File: src/rtl/fp16_pkg.sv
// +----------------------------------------------------------------------+
// | fp16_pkg : binary16 field widths, special encodings, accumulator FSM |
// | Revision : 1.0                                                        |
// +----------------------------------------------------------------------+
`default_nettype none

package fp16_pkg;
   localparam int EXP_W = 5;
   localparam int MAN_W = 10;
   localparam int BIAS  = 15;

   localparam logic [15:0] FP16_QNAN = 16'h7E00;
   localparam logic [15:0] FP16_PINF = 16'h7C00;
   localparam logic [15:0] FP16_NINF = 16'hFC00;
   localparam logic [15:0] FP16_ZERO = 16'h0000;

   typedef enum logic [0:0] {
      ACC  = 1'b0,
      DONE = 1'b1
   } state_t;
endpackage

`default_nettype wire

File: src/rtl/fp16_dot_acc_fp_add.sv
// +----------------------------------------------------------------------+
// | fp_add : combinational fp16 adder, RNE, subnormals flushed to zero    |
// | Revision : 1.0                                                        |
// +----------------------------------------------------------------------+
`default_nettype none

module fp_add
   import fp16_pkg::*;
(
   input  logic [15:0] a,
   input  logic [15:0] b,
   output logic [15:0] sum
);

   logic             sa, sb;
   logic [EXP_W-1:0] ea, eb;
   logic [MAN_W-1:0] fa, fb;
   logic             a_zero, b_zero, a_inf, b_inf, a_nan, b_nan;

   assign sa = a[15];
   assign sb = b[15];
   assign ea = a[14:10];
   assign eb = b[14:10];
   assign fa = a[9:0];
   assign fb = b[9:0];

   // Exponent zero covers both true zero and subnormals, which are flushed.
   assign a_zero = (ea == 5'd0);
   assign b_zero = (eb == 5'd0);
   assign a_inf  = (ea == 5'd31) && (fa == 10'd0);
   assign b_inf  = (eb == 5'd31) && (fb == 10'd0);
   assign a_nan  = (ea == 5'd31) && (fa != 10'd0);
   assign b_nan  = (eb == 5'd31) && (fb != 10'd0);

   logic              swap, big_s, found, round_up;
   logic [4:0]        big_e, sml_e, d;
   logic [10:0]       big_m, sml_m;
   logic [13:0]       big_x, sml_x, sml_sh, mask, norm;
   logic [14:0]       raw;
   logic [3:0]        lz;
   logic signed [6:0] exp_n, exp_f;
   logic [11:0]       mant_r;
   logic [9:0]        frac;

   always_comb begin
      swap   = {eb, fb} > {ea, fa};
      big_s  = swap ? sb : sa;
      big_e  = swap ? eb : ea;
      sml_e  = swap ? ea : eb;
      big_m  = swap ? {1'b1, fb} : {1'b1, fa};
      sml_m  = swap ? {1'b1, fa} : {1'b1, fb};
      d      = big_e - sml_e;
      big_x  = {big_m, 3'b000};
      sml_x  = {sml_m, 3'b000};
      mask   = 14'd0;
      sml_sh = 14'd1;
      if (d < 5'd14) begin
         mask   = (14'd1 << d) - 14'd1;
         sml_sh = (sml_x >> d) | {13'd0, |(sml_x & mask)};
      end

      if (sa == sb) raw = {1'b0, big_x} + {1'b0, sml_sh};
      else          raw = {1'b0, big_x} - {1'b0, sml_sh};

      lz    = 4'd0;
      found = 1'b0;
      for (int i = 13; i >= 0; i--) begin
         if (!found && raw[i]) begin
            lz    = 4'(13 - i);
            found = 1'b1;
         end
      end

      // Carry-out shifts right, keeping the dropped bit in sticky.
      if (raw[14]) begin
         norm  = {raw[14:2], raw[1] | raw[0]};
         exp_n = $signed({2'b00, big_e}) + 7'sd1;
      end else begin
         norm  = raw[13:0] << lz;
         exp_n = $signed({2'b00, big_e}) - $signed({3'b000, lz});
      end

      round_up = norm[2] & (norm[1] | norm[0] | norm[3]);
      mant_r   = {1'b0, norm[13:3]} + {11'd0, round_up};
      exp_f    = exp_n + (mant_r[11] ? 7'sd1 : 7'sd0);
      frac     = mant_r[11] ? mant_r[10:1] : mant_r[9:0];

      if (a_nan || b_nan || (a_inf && b_inf && (sa != sb))) sum = FP16_QNAN;
      else if (a_inf)                  sum = sa ? FP16_NINF : FP16_PINF;
      else if (b_inf)                  sum = sb ? FP16_NINF : FP16_PINF;
      else if (a_zero && b_zero)       sum = {sa & sb, 15'd0};
      else if (a_zero)                 sum = b;
      else if (b_zero)                 sum = a;
      else if (raw == 15'd0)           sum = FP16_ZERO;
      else if (exp_f >= 7'sd31)        sum = big_s ? FP16_NINF : FP16_PINF;
      else if (exp_f < 7'sd1)          sum = FP16_ZERO;
      else                             sum = {big_s, exp_f[4:0], frac};
   end

endmodule

`default_nettype wire

File: src/rtl/fp16_dot_acc.sv
// +----------------------------------------------------------------------+
// | fp16_dot_acc : sums K_LEN fp16 products, one-slot valid/ready output  |
// | Revision : 1.0                                                        |
// +----------------------------------------------------------------------+
`default_nettype none

module fp16_dot_acc
   import fp16_pkg::*;
#(
   parameter int K_LEN = 4,
   parameter int CNT_W = 8
) (
   input  logic        clk,
   input  logic        rst,
   input  logic        in_valid,
   output logic        in_ready,
   input  logic [15:0] in_data,
   output logic        out_valid,
   input  logic        out_ready,
   output logic [15:0] out_data,
   output logic        busy
);

   state_t             state, state_nxt;
   logic [15:0]        acc;
   logic [CNT_W-1:0]   cnt;
   logic [15:0]        add_sum, term_val;
   logic               accept, last;

   fp_add u_fp_add (
      .a   (acc),
      .b   (in_data),
      .sum (add_sum)
   );

   // The output slot frees up in the same cycle it is drained.
   assign in_ready  = (state == ACC) || out_ready;
   assign accept    = in_valid && in_ready;
   assign last      = (cnt == CNT_W'(K_LEN - 1));
   assign term_val  = (cnt == '0) ? in_data : add_sum;
   assign out_valid = (state == DONE);
   assign busy      = (cnt != '0);

   always_comb begin
      state_nxt = state;
      case (state)
         ACC:     if (accept && last) state_nxt = DONE;
         DONE:    if (accept && last) state_nxt = DONE;
                  else if (out_ready) state_nxt = ACC;
         default: state_nxt = ACC;
      endcase
   end

   always_ff @(posedge clk or posedge rst) begin
      if (rst) state <= ACC;
      else     state <= state_nxt;
   end

   always_ff @(posedge clk or posedge rst) begin
      if (rst) begin
         acc      <= FP16_ZERO;
         cnt      <= '0;
         out_data <= FP16_ZERO;
      end else if (accept) begin
         acc <= term_val;
         if (last) begin
            cnt      <= '0;
            out_data <= term_val;
         end else begin
            cnt <= cnt + 1'b1;
         end
      end
   end

endmodule

`default_nettype wire
File: config.mk
export PLATFORM = sky130hd
export DESIGN_NAME = fp16_dot_acc
export DESIGN_NICKNAME = d
export VERILOG_FILES = /design/src/rtl/fp16_pkg.sv /design/src/rtl/fp16_dot_acc_fp_add.sv /design/src/rtl/fp16_dot_acc.sv
export SDC_FILE = /design/constraint.sdc
export NUM_CORES = 1
export LEC_CHECK = 0
export CORE_MARGIN = 2
export CORE_UTILIZATION = 60
export DETAILED_ROUTE_END_ITERATION = 10
export HOLD_SLACK_MARGIN = 0.15
export PLACE_DENSITY = 0.8
export SLEW_MARGIN = 20
export SYNTH_ARGS = -nofsm -noshare
export SYNTH_HDL_FRONTEND = slang
export SYNTH_HIERARCHICAL = 1
export SYNTH_SLANG_ARGS = --single-unit
File: constraint.sdc
create_clock -name clk -period 15.35 [get_ports clk]
set_input_delay 4.605 -clock clk [delete_from_list [all_inputs] [get_ports clk]]
set_output_delay 4.605 -clock clk [all_outputs]
set_load 0.005 [all_outputs]
==> impl_metrics.toml, run 1 <==
[outcome]
outcome = "completed"

[critical_path]
cpLargestDelayFamily = "simple AND/OR/NAND/NOR gates"
r2r-start = "acc[11]$_DFFE_PP0P_"
cp_common_cell = "buf_4"
slowest_stage = "or4_1"
worst-path-stages = 44
arrival_ns = 15.07
max_stage_delay_ns = 0.68
critPathLaunchType = "primary input"
r2r_slack_ns = 4.50
cp-end-kind = "flip-flop"
r2r_cells = 44
critPathLaunch = "in_data[4]"
critPathCapture = "out_data[15]$_DFFE_PP0P_"
path_class = "primary input to flip-flop"
reg2reg_to = "out_data[15]$_DFFE_PP0P_"
crit_fanout = 7
required_ns = 15.52
critPathBufInv = 8

[logic_synthesis]
syn_avg_cell_area_um2 = 7.34
synth_cell_types = 98
synthCells = 1072
synth-edff-count = 0
synth-seq-cells = 41
async_flop_share = 1.00
synth-seq-area-share = 0.130
synth_top_flop_cell = "dfrtp_1"
synth_area_um2 = 7870
synth_warnings = 6
synth_fp_nets = 1143

[place]
post-place-ws_ns = 0.0967
gp_congestion = 1.04
dp_hpwl_um = 22800
io_buffers = 38

[clock_network]
htree_num_levels = 2
numCtsBuffers = 5
cts_buffer_depth = 2
root_buffer = "clkbuf_16"
cts_tree = "yes"
clkLatencyLatePin_ns = 0.29
hold_buffers = 0
cts.clk_slew.worst_paths_ns = 0.06
cts_sinks = 41

[cells_and_area]
drive_gt1_frac = 0.208
antenna_cells = 0
area_delta_synth_final_pct = 21.3
nNetsFinal = 1272
fin_util = 0.750

[floorplan]
initial_utilization = 0.618
die_y_um = 118
io_pins = 39
num_rows = 41
die-area_um2 = 14000
fp.dieW_um = 118
coreArea_um2 = 12700

[global_route]
grt_first_pass_wirelength_um = 46700
overflow = 0
grt_max_degree = 42
track_usage = 0.408
antenna_found_initial = 1
grt_pass1_vias = 8974

[routing]
final_antenna_net_count = 0
met3RoutedLength_um = 3460
wirelength_um = 30100
via_per_inst = 7.16
vias = 9844
drtIter0Drc = 1456
drc = 0
first_pass_iters = 7
drt-met1-wl_um = 11600
wl_per_cell_um = 21.9
wl_met2_um = 13300
routed.top_layer = "met5"

[sta]
worstMarginPinSlew_ns = 0.999
drv_slew = 0
finClkSkew_ns = 0.00381
finalWorstSetupSlack_ns = 0.450
finalSetupViolCount = 0
slew_headroom = 0.334
hold_slack_ns = 0.471
hold_viol_final = 0
period_share = 0.971
fmax_ghz = 0.0671
min_period_ns = 14.90

[hold_path]
hold_class = "flip-flop to flip-flop"

[job]
cap_viol_max_count = 0
[cells in the mapped netlist (20+ instances only)]
cell type / instances / area, um^2
nor3_1: 30 / 150
mux2_2: 25 / 282
o21ai_0: 53 / 265
a21oi_1: 94 / 470
and2_1: 20 / 125
nor2_1: 93 / 349
clkbuf_1: 31 / 116
nand3_1: 41 / 205
ha_1: 49 / 613
nand2_1: 111 / 417
dfrtp_1: 41 / 1030
inv_1: 61 / 229
o211ai_1: 25 / 188
[repair_timing]
| item | 4_1_cts | 5_1_grt |
|---|---|---|
| resized for setup | 0 | 29 |
| endpoints found under the setup margin | 0 | 28 |
| endpoints found under the hold margin | 0 | 0 |
| buffers inserted | 0 | 2 |
[cell families after synthesis]
group,count (synthesis),share of synthesized area
and+or+nand+nor,405,0.259
AOI/OAI and AO/OA,388,0.353
DFF,41,0.130
buffers and inverters,116,0.0689
xor gates and xnor gates,24,0.0285
adders and majority gates,51,0.0830
muxes,47,0.0767
[state kept, by name (all words and copies together), names as in the netlist]
signal and cells:
acc 16, out_data 16, out_valid 1, cnt 8
[through the flow]
step                      instance area [um^2]  instances  setup TNS (ns)
after floorplan                           7880       1072               0
after CTS                                 9380       1372               0
after detailed placement                  9190       1364               0
after global placement                    9190       1364               0
final                                     9540       1374               0
after global routing                      9540       1374         -0.0905
[layout by cell type, fill, tap and decap left out, drive strengths merged, types with 16 or more instances in the layout]
master         netlist  layout
o21ai               54      54
and2                21      21
a21o                17      17
buf                 21     136
inv                 62      62
a21oi               95      95
clkdlybuf4s50        0      37
mux2                36      36
nand2              114     114
nor2                94      94
a31oi               19      19
a211oi              18      18
nor4                20      20
o211ai              25      25
nand4               16      16
xnor2               16      16
nand3               41      41
dfrtp               41      41
nor3                31      31
ha                  49      49
[per-layer routing]
metal,vias to the layer above,track usage
li1,4387,-
met1,4539,0.527
met2,731,0.638
met3,185,0.0965
met4,2,0.198
met5,-,0
[worst reg2reg max path, delay by kind of cell (launching register included)]
kind / cells / cell delay (ns)
DFF: 1 / 0.45
adders and majority gates: 4 / 1.14
AOI/OAI and AO/OA: 12 / 2.80
muxes: 2 / 0.54
buffers and inverters: 8 / 1.42
and+or+nand+nor: 18 / 4.40
[how the worst min path moves through the flow]
stage | slack, ns | start | cells past startpoint | to
2_1_floorplan | 0.44 | cnt[7]$_DFFE_PP0P_ | 1 | cnt[7]$_DFFE_PP0P_
3_3_place_gp | 0.46 | cnt[7]$_DFFE_PP0P_ | 1 | cnt[7]$_DFFE_PP0P_
3_5_place_dp | 0.46 | cnt[7]$_DFFE_PP0P_ | 1 | cnt[7]$_DFFE_PP0P_
4_1_cts | 0.47 | cnt[7]$_DFFE_PP0P_ | 1 | cnt[7]$_DFFE_PP0P_
5_1_grt | 0.49 | cnt[7]$_DFFE_PP0P_ | 1 | cnt[7]$_DFFE_PP0P_
6_report | 0.47 | cnt[7]$_DFFE_PP0P_ | 1 | cnt[7]$_DFFE_PP0P_
[cell type report]
cell class,instances,area (um^2)
multi-input combinational,915,6450
tap,172,215
inverter,64,253
timing repair buffer,174,1400
clock inverter,3,65.1
fill,1003,3180
sequential,41,1030
clock buffer,5,125
Power of run 1 is left out: the tool's default activity adds up to more than one toggle a clock period on the data nets, which glitch-free logic cannot reach.
==> run 2: changes to the inputs <==
--- a/config.mk
+++ b/config.mk
@@ -10,6 +10,7 @@
 export DETAILED_ROUTE_END_ITERATION = 10
 export HOLD_SLACK_MARGIN = 0.15
 export PLACE_DENSITY = 0.8
+export SKIP_CTS_REPAIR_TIMING = 1
 export SLEW_MARGIN = 20
 export SYNTH_ARGS = -nofsm -noshare
 export SYNTH_HDL_FRONTEND = slang
==> results of run 2 <==
The final DEF is identical to that of run 1; final timing and power are the same.
Power of run 2 is left out for the same reason.
